[src/rtl/sprite_position_ctrl.sv]
// Sprite position controller: synchronises and debounces four push-buttons, then
// moves the sprite once per video frame with hold-to-accelerate and screen clamping.
module sprite_position_ctrl #(
  parameter int SCREEN_W        = 640,
  parameter int SCREEN_H        = 480,
  parameter int SPRITE_SIZE     = 8,
  parameter int INIT_X          = 316,
  parameter int INIT_Y          = 236,
  parameter int DEBOUNCE_CYCLES = 500000,
  parameter int STEP            = 1,
  parameter int STEP_FAST       = 4,
  parameter int HOLD_FRAMES     = 30
) (
  input  logic       clock,
  input  logic       reset,
  input  logic       btn_up,
  input  logic       btn_down,
  input  logic       btn_left,
  input  logic       btn_right,
  input  logic       frame_tick,
  output logic [9:0] pos_x,
  output logic [9:0] pos_y,
  output logic       pos_valid
);

  localparam int MAX_X  = SCREEN_W - 1 - SPRITE_SIZE;
  localparam int MAX_Y  = SCREEN_H - 1 - SPRITE_SIZE;
  localparam int DB_W   = $clog2(DEBOUNCE_CYCLES + 1);
  localparam int HOLD_W = $clog2(HOLD_FRAMES + 1);

  localparam int BTN_UP    = 0;
  localparam int BTN_DOWN  = 1;
  localparam int BTN_LEFT  = 2;
  localparam int BTN_RIGHT = 3;

  typedef enum logic [1:0] {IDLE, SLOW, FAST} state_e;

  logic [3:0]      btn_raw;
  logic [3:0]      meta_q, sync_q, stable_q;
  logic [DB_W-1:0] db_cnt_q [4];

  assign btn_raw = {btn_right, btn_left, btn_down, btn_up};

  // NOTE: every register below uses <= so all flops sample pre-edge values,
  // which is what makes the two-stage synchroniser an actual two-flop chain.
  always_ff @(posedge clock or posedge reset) begin
    if (reset) begin
      meta_q   <= '0;
      sync_q   <= '0;
      stable_q <= '0;
      for (int i = 0; i < 4; i++) db_cnt_q[i] <= '0;
    end else begin
      meta_q <= btn_raw;
      sync_q <= meta_q;
      for (int i = 0; i < 4; i++) begin
        if (sync_q[i] == stable_q[i]) begin
          db_cnt_q[i] <= '0;
        end else if (db_cnt_q[i] == DB_W'(DEBOUNCE_CYCLES - 1)) begin
          stable_q[i] <= ~stable_q[i];
          db_cnt_q[i] <= '0;
        end else begin
          db_cnt_q[i] <= db_cnt_q[i] + 1'b1;
        end
      end
    end
  end

  state_e              state_q;
  logic [HOLD_W-1:0]   hold_cnt_q, hold_next;
  logic                tick_q, valid_q, update, active;
  logic [9:0]          pos_x_q, pos_y_q, pos_x_d, pos_y_d;
  logic signed [11:0]  dx, dy, step, sum_x, sum_y;

  function automatic logic [9:0] clamp(input logic signed [11:0] v, input int max_v);
    if (v < 0) return '0;
    if (int'(v) > max_v) return 10'(max_v);
    return 10'(v);
  endfunction

  assign update    = frame_tick & ~tick_q;
  assign active    = |stable_q;
  assign hold_next = hold_cnt_q + 1'b1;

  // Opposite buttons cancel; step size comes from the state before this frame's transition.
  always_comb begin
    dx = '0;
    dy = '0;
    case ({stable_q[BTN_RIGHT], stable_q[BTN_LEFT]})
      2'b10:   dx = 12'sd1;
      2'b01:   dx = -12'sd1;
      default: dx = '0;
    endcase
    case ({stable_q[BTN_DOWN], stable_q[BTN_UP]})
      2'b10:   dy = 12'sd1;
      2'b01:   dy = -12'sd1;
      default: dy = '0;
    endcase
    step    = (state_q == FAST) ? 12'(STEP_FAST) : 12'(STEP);
    sum_x   = $signed({2'b00, pos_x_q}) + dx * step;
    sum_y   = $signed({2'b00, pos_y_q}) + dy * step;
    pos_x_d = clamp(sum_x, MAX_X);
    pos_y_d = clamp(sum_y, MAX_Y);
  end

  always_ff @(posedge clock or posedge reset) begin
    if (reset) begin
      state_q    <= IDLE;
      hold_cnt_q <= '0;
      tick_q     <= 1'b0;
      valid_q    <= 1'b0;
      pos_x_q    <= 10'(INIT_X);
      pos_y_q    <= 10'(INIT_Y);
    end else begin
      tick_q  <= frame_tick;
      valid_q <= update;
      if (update) begin
        pos_x_q <= pos_x_d;
        pos_y_q <= pos_y_d;
        case (state_q)
          IDLE: begin
            if (active) begin
              state_q    <= SLOW;
              hold_cnt_q <= HOLD_W'(1);
            end
          end
          SLOW: begin
            if (!active) begin
              state_q    <= IDLE;
              hold_cnt_q <= '0;
            end else begin
              hold_cnt_q <= hold_next;
              if (hold_next == HOLD_W'(HOLD_FRAMES)) state_q <= FAST;
            end
          end
          FAST: begin
            if (!active) begin
              state_q    <= IDLE;
              hold_cnt_q <= '0;
            end
          end
          default: begin
            state_q    <= IDLE;
            hold_cnt_q <= '0;
          end
        endcase
      end
    end
  end

  assign pos_x     = pos_x_q;
  assign pos_y     = pos_y_q;
  assign pos_valid = valid_q;

endmodule

[config.mk]
export PLATFORM = sky130hd
export DESIGN_NAME = sprite_position_ctrl
export DESIGN_NICKNAME = d
export VERILOG_FILES = /design/src/rtl/sprite_position_ctrl.sv
export SDC_FILE = /design/constraint.sdc
export NUM_CORES = 1
export LEC_CHECK = 0
export CAP_MARGIN = 30
export CORE_UTILIZATION = 30
export CTS_CLUSTER_DIAMETER = 200
export DETAILED_ROUTE_END_ITERATION = 7
export GPL_ROUTABILITY_DRIVEN = 0
export PLACE_DENSITY = 0.43
export SLEW_MARGIN = 20
export SYNTH_ARGS = -nofsm -noshare
export SYNTH_HDL_FRONTEND = slang
export SYNTH_SLANG_ARGS = --single-unit
export TNS_END_PERCENT = 20
[constraint.sdc]
create_clock -name clock -period 3.36 [get_ports clock]
set_input_delay 0.504 -clock clock [delete_from_list [all_inputs] [get_ports clock]]
set_output_delay 0.504 -clock clock [all_outputs]
set_load 0.05 [all_outputs]
==> results.sh, run 1 <==
export IMPL_drive_above_1_share_pct=16.37
export IMPL_netlist_top_cell_by_area="dfrtp_1"
export IMPL_synth_seq_area_share_pct=44.13
export IMPL_dp_hpwl_um=10480
export IMPL_synthFlopType="dfrtp_1"
export IMPL_rsz0062_at_grt="true"
export IMPL_clk_latency_ns=0.42
export IMPL_grt_overflow_total=0
export IMPL_drtPass1Iterations=5
export IMPL_violations="setup timing"
export IMPL_via_per_inst=4.758
export IMPL_numCtsBuffers=17
export IMPL_cts_root_buffer="clkbuf_16"
export IMPL_synth_top_cells_by_area="dfrtp_1 (40%), ha_1 (9.8%), xor2_1 (5.7%)"
export IMPL_layout_common_cells="dfrtp_1 (107), nor2_1 (94), nand2_1 (61), buf_4 (49), ha_1 (46)"
export IMPL_path_class="flip-flop to flip-flop"
export IMPL_syn_to_final_growth_pct=25.75
export IMPL_synth_area_um2=6663
export IMPL_power_per_cell_area_nw_per_um2=439.5
export IMPL_coreArea_um2=21820
export IMPL_wl_um=14170
export IMPL_antenna_found_initial=0
export IMPL_vias=5082
export IMPL_grt_pass1_wl_um=24670
export IMPL_initial_utilization_pct=30.53
export IMPL_io_pins=28
export IMPL_cts_clk_slew_worst_paths_ns=0.05
export IMPL_drcViolationCount=0
export IMPL_final_area_um2=8378
export IMPL_endpoint_kind="flip-flop"
export IMPL_fillers=2134
export IMPL_slew_viol_final=0
export IMPL_cp_data_required_time_ns=3.70
export IMPL_syn_avg_cell_area_um2=9.559
export IMPL_fmax_mhz=287.7
export IMPL_fin_cells=1068
export IMPL_die_h_um=151.0
export IMPL_p_leak_nw=3.859
export IMPL_hp_class="flip-flop to flip-flop"
export IMPL_layout_commonest_cell="dfrtp_1"
export IMPL_io_buffers=27
export IMPL_cts_buffer_depth=2
export IMPL_timing_final_crit_share_pct=103.5
export IMPL_drtIter0Drc=155
export IMPL_final_antenna_net_count=0
export IMPL_outcome="finished, violations left"
export IMPL_nNetsFinal=836
export IMPL_die_area_um2=22810
export IMPL_syn_inst=697
export IMPL_rows=54
export IMPL_finalHoldViolations=0
export IMPL_grt_pass1_vias=5190
export IMPL_skew_ns=0.02306
export IMPL_cts_sinks=117
export IMPL_grt_max_degree=60
export IMPL_htree_levels=4
export IMPL_yosysTopAreaCellShare_pct=40.19
export IMPL_synth_edff_count=0
export IMPL_tightest_slew_ns=0.7399
export IMPL_cp_start_kind="flip-flop"
export IMPL_grtUsageTotal_pct=13.75
export IMPL_arrival_ns=3.82
export IMPL_ys_types=60
export IMPL_post_dp_cell_area_um2=7689
export IMPL_fp_dieW_um=151.0
export IMPL_cap_viol_max_count=0
export IMPL_vdd_drop_max_v=0.0002221
export IMPL_setup_viol=5
export IMPL_dpl_worst_slack_ns=-0.1916
export IMPL_final_core_util_pct=38.39
export IMPL_cts_tree="done"
export IMPL_post_drt_wl_per_cell_um=13.27
export IMPL_num_antenna_cells=0
export IMPL_fin_crit_ns=3.476
export IMPL_ys_ff_latch=117
export IMPL_yosys_warnings=0
export IMPL_crit_fanout=6
export IMPL_final_setup_worst_slack_ns=-0.1163
export IMPL_synthArstFlopShare_pct=100.0
export IMPL_syn_nets=758
export IMPL_dp_cells=1032
export IMPL_slew_headroom_pct=50.57
path summary, 6_finish.rpt:
| check | startpoint | endpoint | slack, ns | cells after the start |
|---|---|---|---|---|
| max | stable_q[1] | pos_y[5] | -0.12 | 13 |
| min | meta_q[0] | sync_q[0] | 0.35 | 0 |
| max reg2reg | stable_q[1] | pos_y[5] | -0.12 | 13 |
| min reg2reg | meta_q[0] | sync_q[0] | 0.35 | 0 |
| max in group asynchronous | reset | pos_y[5] | 2.02 | 3 |
| min in group asynchronous | reset | meta_q[3] | 0.56 | 2 |
state kept, by name, indices dropped and copies added (netlist names):
register / flops
db_cnt_q: 76
pos_x: 10
pos_y: 10
hold_cnt_q: 5
meta_q: 4
stable_q: 4
sync_q: 4
state_q: 2
pos_valid: 1
tick_q: 1
critical path, stage by stage (launching register included):
cell      delay (ns)
dfrtp_1         0.36
inv_2           0.07
buf_6           0.12
ha_4            0.17
mux2_4          0.27
ha_4            0.23
ha_4            0.27
a21oi_4         0.05
nand4b_1        0.21
and4b_1         0.21
or4_4           0.51
or4_4           0.55
and2_4          0.16
a32o_1          0.24
routing by layer:
layer / track usage (%) / vias up / part of all wire (%)
li1: - / 2602 / -
met1: 17.34 / 2421 / 50
met2: 22.91 / 47 / 47
met3: 3.524 / 12 / 2.2
met4: 4.250 / 0 / 1.1
met5: 0 / - / 0
metrics by stage:
step | hold WS, ns | total power, mW | setup TNS [ns]
after floorplan | 0.3312 | 1.803 | -0.2843
after global placement | 0.3330 | 1.951 | -0.6820
after detailed placement | 0.3347 | 1.959 | -0.9008
after CTS | 0.3473 | 3.750 | -0.3481
after global routing | 0.3633 | 3.859 | -2.127
final | 0.3468 | 3.683 | -0.2887
where the power goes:
| part | switching (mW) | internal, mW | total, mW | leakage (nW) |
|---|---|---|---|---|
| sequential | 0.0460 | 1.47 | 1.51 | 1.56 |
| combinational | 0.261 | 0.162 | 0.423 | 2.01 |
| clock | 0.622 | 1.12 | 1.75 | 0.285 |
| total | 0.930 | 2.75 | 3.68 | 3.86 |
area by class of cell:
cell class	instances	area [um^2]	area share, %
Multi-Input combinational cell	536	3726	44.47
Tap cell	280	350.3	4.182
Timing Repair Buffer	80	700.7	8.363
Clock buffer	23	467.9	5.585
Inverter	23	90.09	1.075
Sequential cell	117	2940	35.10
Clock inverter	9	102.6	1.225
synthesized netlist by cell type, types with 3 or more instances:
cell	number
o21ai_0	27
nand3_1	34
and2_1	11
nor2_1	94
nand4_1	15
inv_1	22
nor4_1	7
xnor2_1	33
o31ai_1	6
and4_1	3
a221o_1	5
and3_1	19
clkbuf_1	20
dfrtp_1	107
a31oi_1	4
nor2b_1	4
nand4b_1	3
ha_1	52
xor2_1	43
a22o_1	6
nand2_1	61
a21o_1	10
a21oi_1	27
or2_2	5
or3_1	6
nor3_1	11
nand2b_1	9
dfstp_2	10
what timing repair did:
item                                    CTS  global route
endpoints found under the setup margin   15            19
gates resized for setup                   9            11
hold buffers                              0             0
setup buffers                             2             2
pin swaps                                10             5
cell families (layout without fill, tap and decap cells):
kind of cell | after synthesis | after routing | share of synthesized area, %
AOI/OAI and AO/OA | 107 | 107 | 10.55
DFF | 117 | 117 | 44.13
and+or+nand+nor | 295 | 295 | 21.80
adders and majority gates | 54 | 54 | 10.37
xor gates and xnor gates | 76 | 76 | 9.991
buffers and inverters | 44 | 135 | 2.498
muxes | 4 | 4 | 0.6572
No activity file was read; power rests on OpenSTA's default activity.
==> run 2, diff against run 1 <==
ABC_CLOCK_PERIOD_IN_PS = 3360   (was unset)
CTS_BUF_LIST = sky130_fd_sc_hd__clkbuf_4   (was unset)
MAX_ROUTING_LAYER = met4   (was unset)
==> results.sh, run 2 (same netlist as run 1, synthesis figures left out) <==
export IMPL_grt_overflow_total=0
export IMPL_rsz0062_at_grt="true"
export IMPL_p_seq_share_pct=51.4
export IMPL_grt_pass1_wl_um=24480
export IMPL_cts_clk_slew_worst_paths_ns=0.10
export IMPL_cp_data_required_time_ns=3.80
export IMPL_power_mw=2.942
export IMPL_power_per_cell_area_nw_per_um2=360.8
export IMPL_numCtsBuffers=17
export IMPL_crit_fanout=6
export IMPL_drtIter0Drc=191
export IMPL_arrival_ns=3.91
export IMPL_grtUsageTotal_pct=14.04
export IMPL_die_h_um=151.0
export IMPL_p_int_mw=2.098
export IMPL_cp_start_kind="flip-flop"
export IMPL_final_core_util_pct=37.37
export IMPL_nNetsFinal=837
export IMPL_finalHoldViolations=0
export IMPL_largest_reg_flops=76
export IMPL_coreArea_um2=21820
export IMPL_critical_path_top_delay_family="simple AND/OR/NAND/NOR gates"
export IMPL_final_antenna_net_count=0
export IMPL_hp_class="flip-flop to flip-flop"
export IMPL_drive_above_1_share_pct=17.36
export IMPL_wl_um=14270
export IMPL_fillers=2181
export IMPL_critPathSlowestCell="or4_4"
export IMPL_vdd_drop_max_v=0.0001575
export IMPL_skew_ns=0.02258
export IMPL_timing_final_crit_share_pct=103.3
export IMPL_tightest_slew_ns=0.7435
export IMPL_initial_utilization_pct=30.53
export IMPL_final_setup_worst_slack_ns=-0.1110
export IMPL_slew_headroom_pct=50.33
export IMPL_fp_dieW_um=151.0
export IMPL_fin_crit_ns=3.471
export IMPL_violations="setup timing"
export IMPL_regMostFlops="db_cnt_q"
export IMPL_cp_num_buf_inv=1
export IMPL_p_leak_nw=3.747
export IMPL_vias=5116
export IMPL_cpMostUsedCell="ha_4"
export IMPL_pwr_share_comb_pct=14.7
export IMPL_io_buffers=27
export IMPL_htree_levels=4
export IMPL_grt_max_degree=60
export IMPL_syn_to_final_growth_pct=22.40
export IMPL_fmax_mhz=288.1
export IMPL_grt_pass1_vias=5190
export IMPL_post_drt_wl_per_cell_um=13.33
export IMPL_pwr_share_clk_pct=33.9
export IMPL_cts_sinks=117
export IMPL_cts_root_buffer="clkbuf_4"
export IMPL_drtPass1Iterations=4
export IMPL_io_pins=28
export IMPL_p_switching_mw=0.8445
export IMPL_path_cells="buf_6 -> ha_4 -> mux2_4 -> ha_4 -> ha_4 -> a21oi_4 -> nand4b_1 -> and4b_1 -> or4_4 -> or4_4 -> and2_4 -> a32o_1"
export IMPL_dp_hpwl_um=10480
export IMPL_worst_path_largest_cell_delay_ns=0.55
export IMPL_die_area_um2=22810
export IMPL_cap_viol_max_count=0
export IMPL_layout_commonest_cell="dfrtp_1"
export IMPL_cts_buffer_depth=2
export IMPL_rows=54
export IMPL_cts_tree="done"
export IMPL_path_class="flip-flop to flip-flop"
export IMPL_sw_frac_of_total_pct=28.70
export IMPL_drcViolationCount=0
export IMPL_hold_buffers=0
export IMPL_clk_latency_ns=0.51
export IMPL_antenna_found_initial=1
export IMPL_outcome="finished, violations left"
export IMPL_layout_common_cells="dfrtp_1 (107), nor2_1 (94), nand2_1 (61), buf_4 (50), xor2_1 (42)"
export IMPL_setup_viol=5
export IMPL_slew_viol_final=0
export IMPL_timing_hold_ws_ns=0.3570
export IMPL_via_per_inst=4.781
export IMPL_endpoint_kind="flip-flop"
export IMPL_tns_ns=-0.2724
-- run 2: cell count changes in the layout (fill, tap and decap cells not counted), sizes merged --
cell,previous run,this run
diode,0,1
clkinv,7,9
buf,53,54
clkbuf,23,21
-- run 2: what timing repair did --
action / in CTS / in global routing
gates resized for setup: 11 / 16
setup endpoints to repair: 15 / 19
setup buffers: 2 / 3
pin swaps: 11 / 9
-- run 2: layer usage --
| metal | vias to the layer above | track usage, % | part of all wire, % |
|---|---|---|---|
| met4 | 0 | 4.250 | 1.2 |
| li1 | 2603 | - | - |
| met1 | 2448 | 17.34 | 49 |
| met3 | 13 | 3.343 | 2.3 |
| met2 | 52 | 22.68 | 47 |
| met5 | - | - | 0 |
-- run 2: worst paths after layout --
kind,from,depth (start not counted),to,slack [ns]
worst max-delay path,stable_q[0],12,pos_y[3],-0.11
worst min register to register,meta_q[0],0,sync_q[0],0.36
max in group asynchronous,reset,3,pos_y[5],2.11
worst max register to register,stable_q[0],12,pos_y[3],-0.11
min in group asynchronous,reset,2,meta_q[3],0.45
worst min-delay path,meta_q[0],0,sync_q[0],0.36
-- run 2: layout make-up --
type                    count  area, um^2  share of cell area (%)
diodes                      1       2.502                 0.03068
clock buffers              21       157.7                   1.933
clock inverters            11       110.1                   1.350
inverters                  23       90.09                   1.105
multi-input cells         536        3796                   46.55
flip-flops and latches    117        2940                   36.05
well taps                 280       350.3                   4.296
repair buffers             81       708.2                   8.684
-- run 2: worst reg2reg max path, delay by kind of cell (launching register included) --
| family | cells | cell delay, ns |
|---|---|---|
| adders and majority gates | 3 | 0.67 |
| AOI/OAI and AO/OA | 2 | 0.29 |
| buffers and inverters | 1 | 0.14 |
| DFF | 1 | 0.42 |
| muxes | 1 | 0.27 |
| and+or+nand+nor | 5 | 1.63 |
-- run 2: power groups by stage --
stage               clock (mW)  combinational, mW  sequential, mW
floorplan                    0              0.171            1.63
detailed placement           0              0.422            1.54
CTS                       1.06              0.424            1.51
global placement             0              0.416            1.53
finish                   0.997              0.433            1.51
global route              1.11              0.478            1.52
-- run 2: metrics by stage --
step	instance area, um^2	std cells	setup WS (ns)
3_5_place_dp	7689	1032	-0.1916
5_1_grt	8155	1070	-0.2177
3_3_place_gp	7689	1032	-0.1305
6_report	8155	1070	-0.1110
2_1_floorplan	6755	697	-0.1421
4_1_cts	8004	1066	-0.1246
==> run 3, diff against run 2 <==
CTS_CLUSTER_DIAMETER = unset   (was 200)
==> results of run 3 <==
Same layout as run 2: the final DEF is identical, and so are final timing and power.
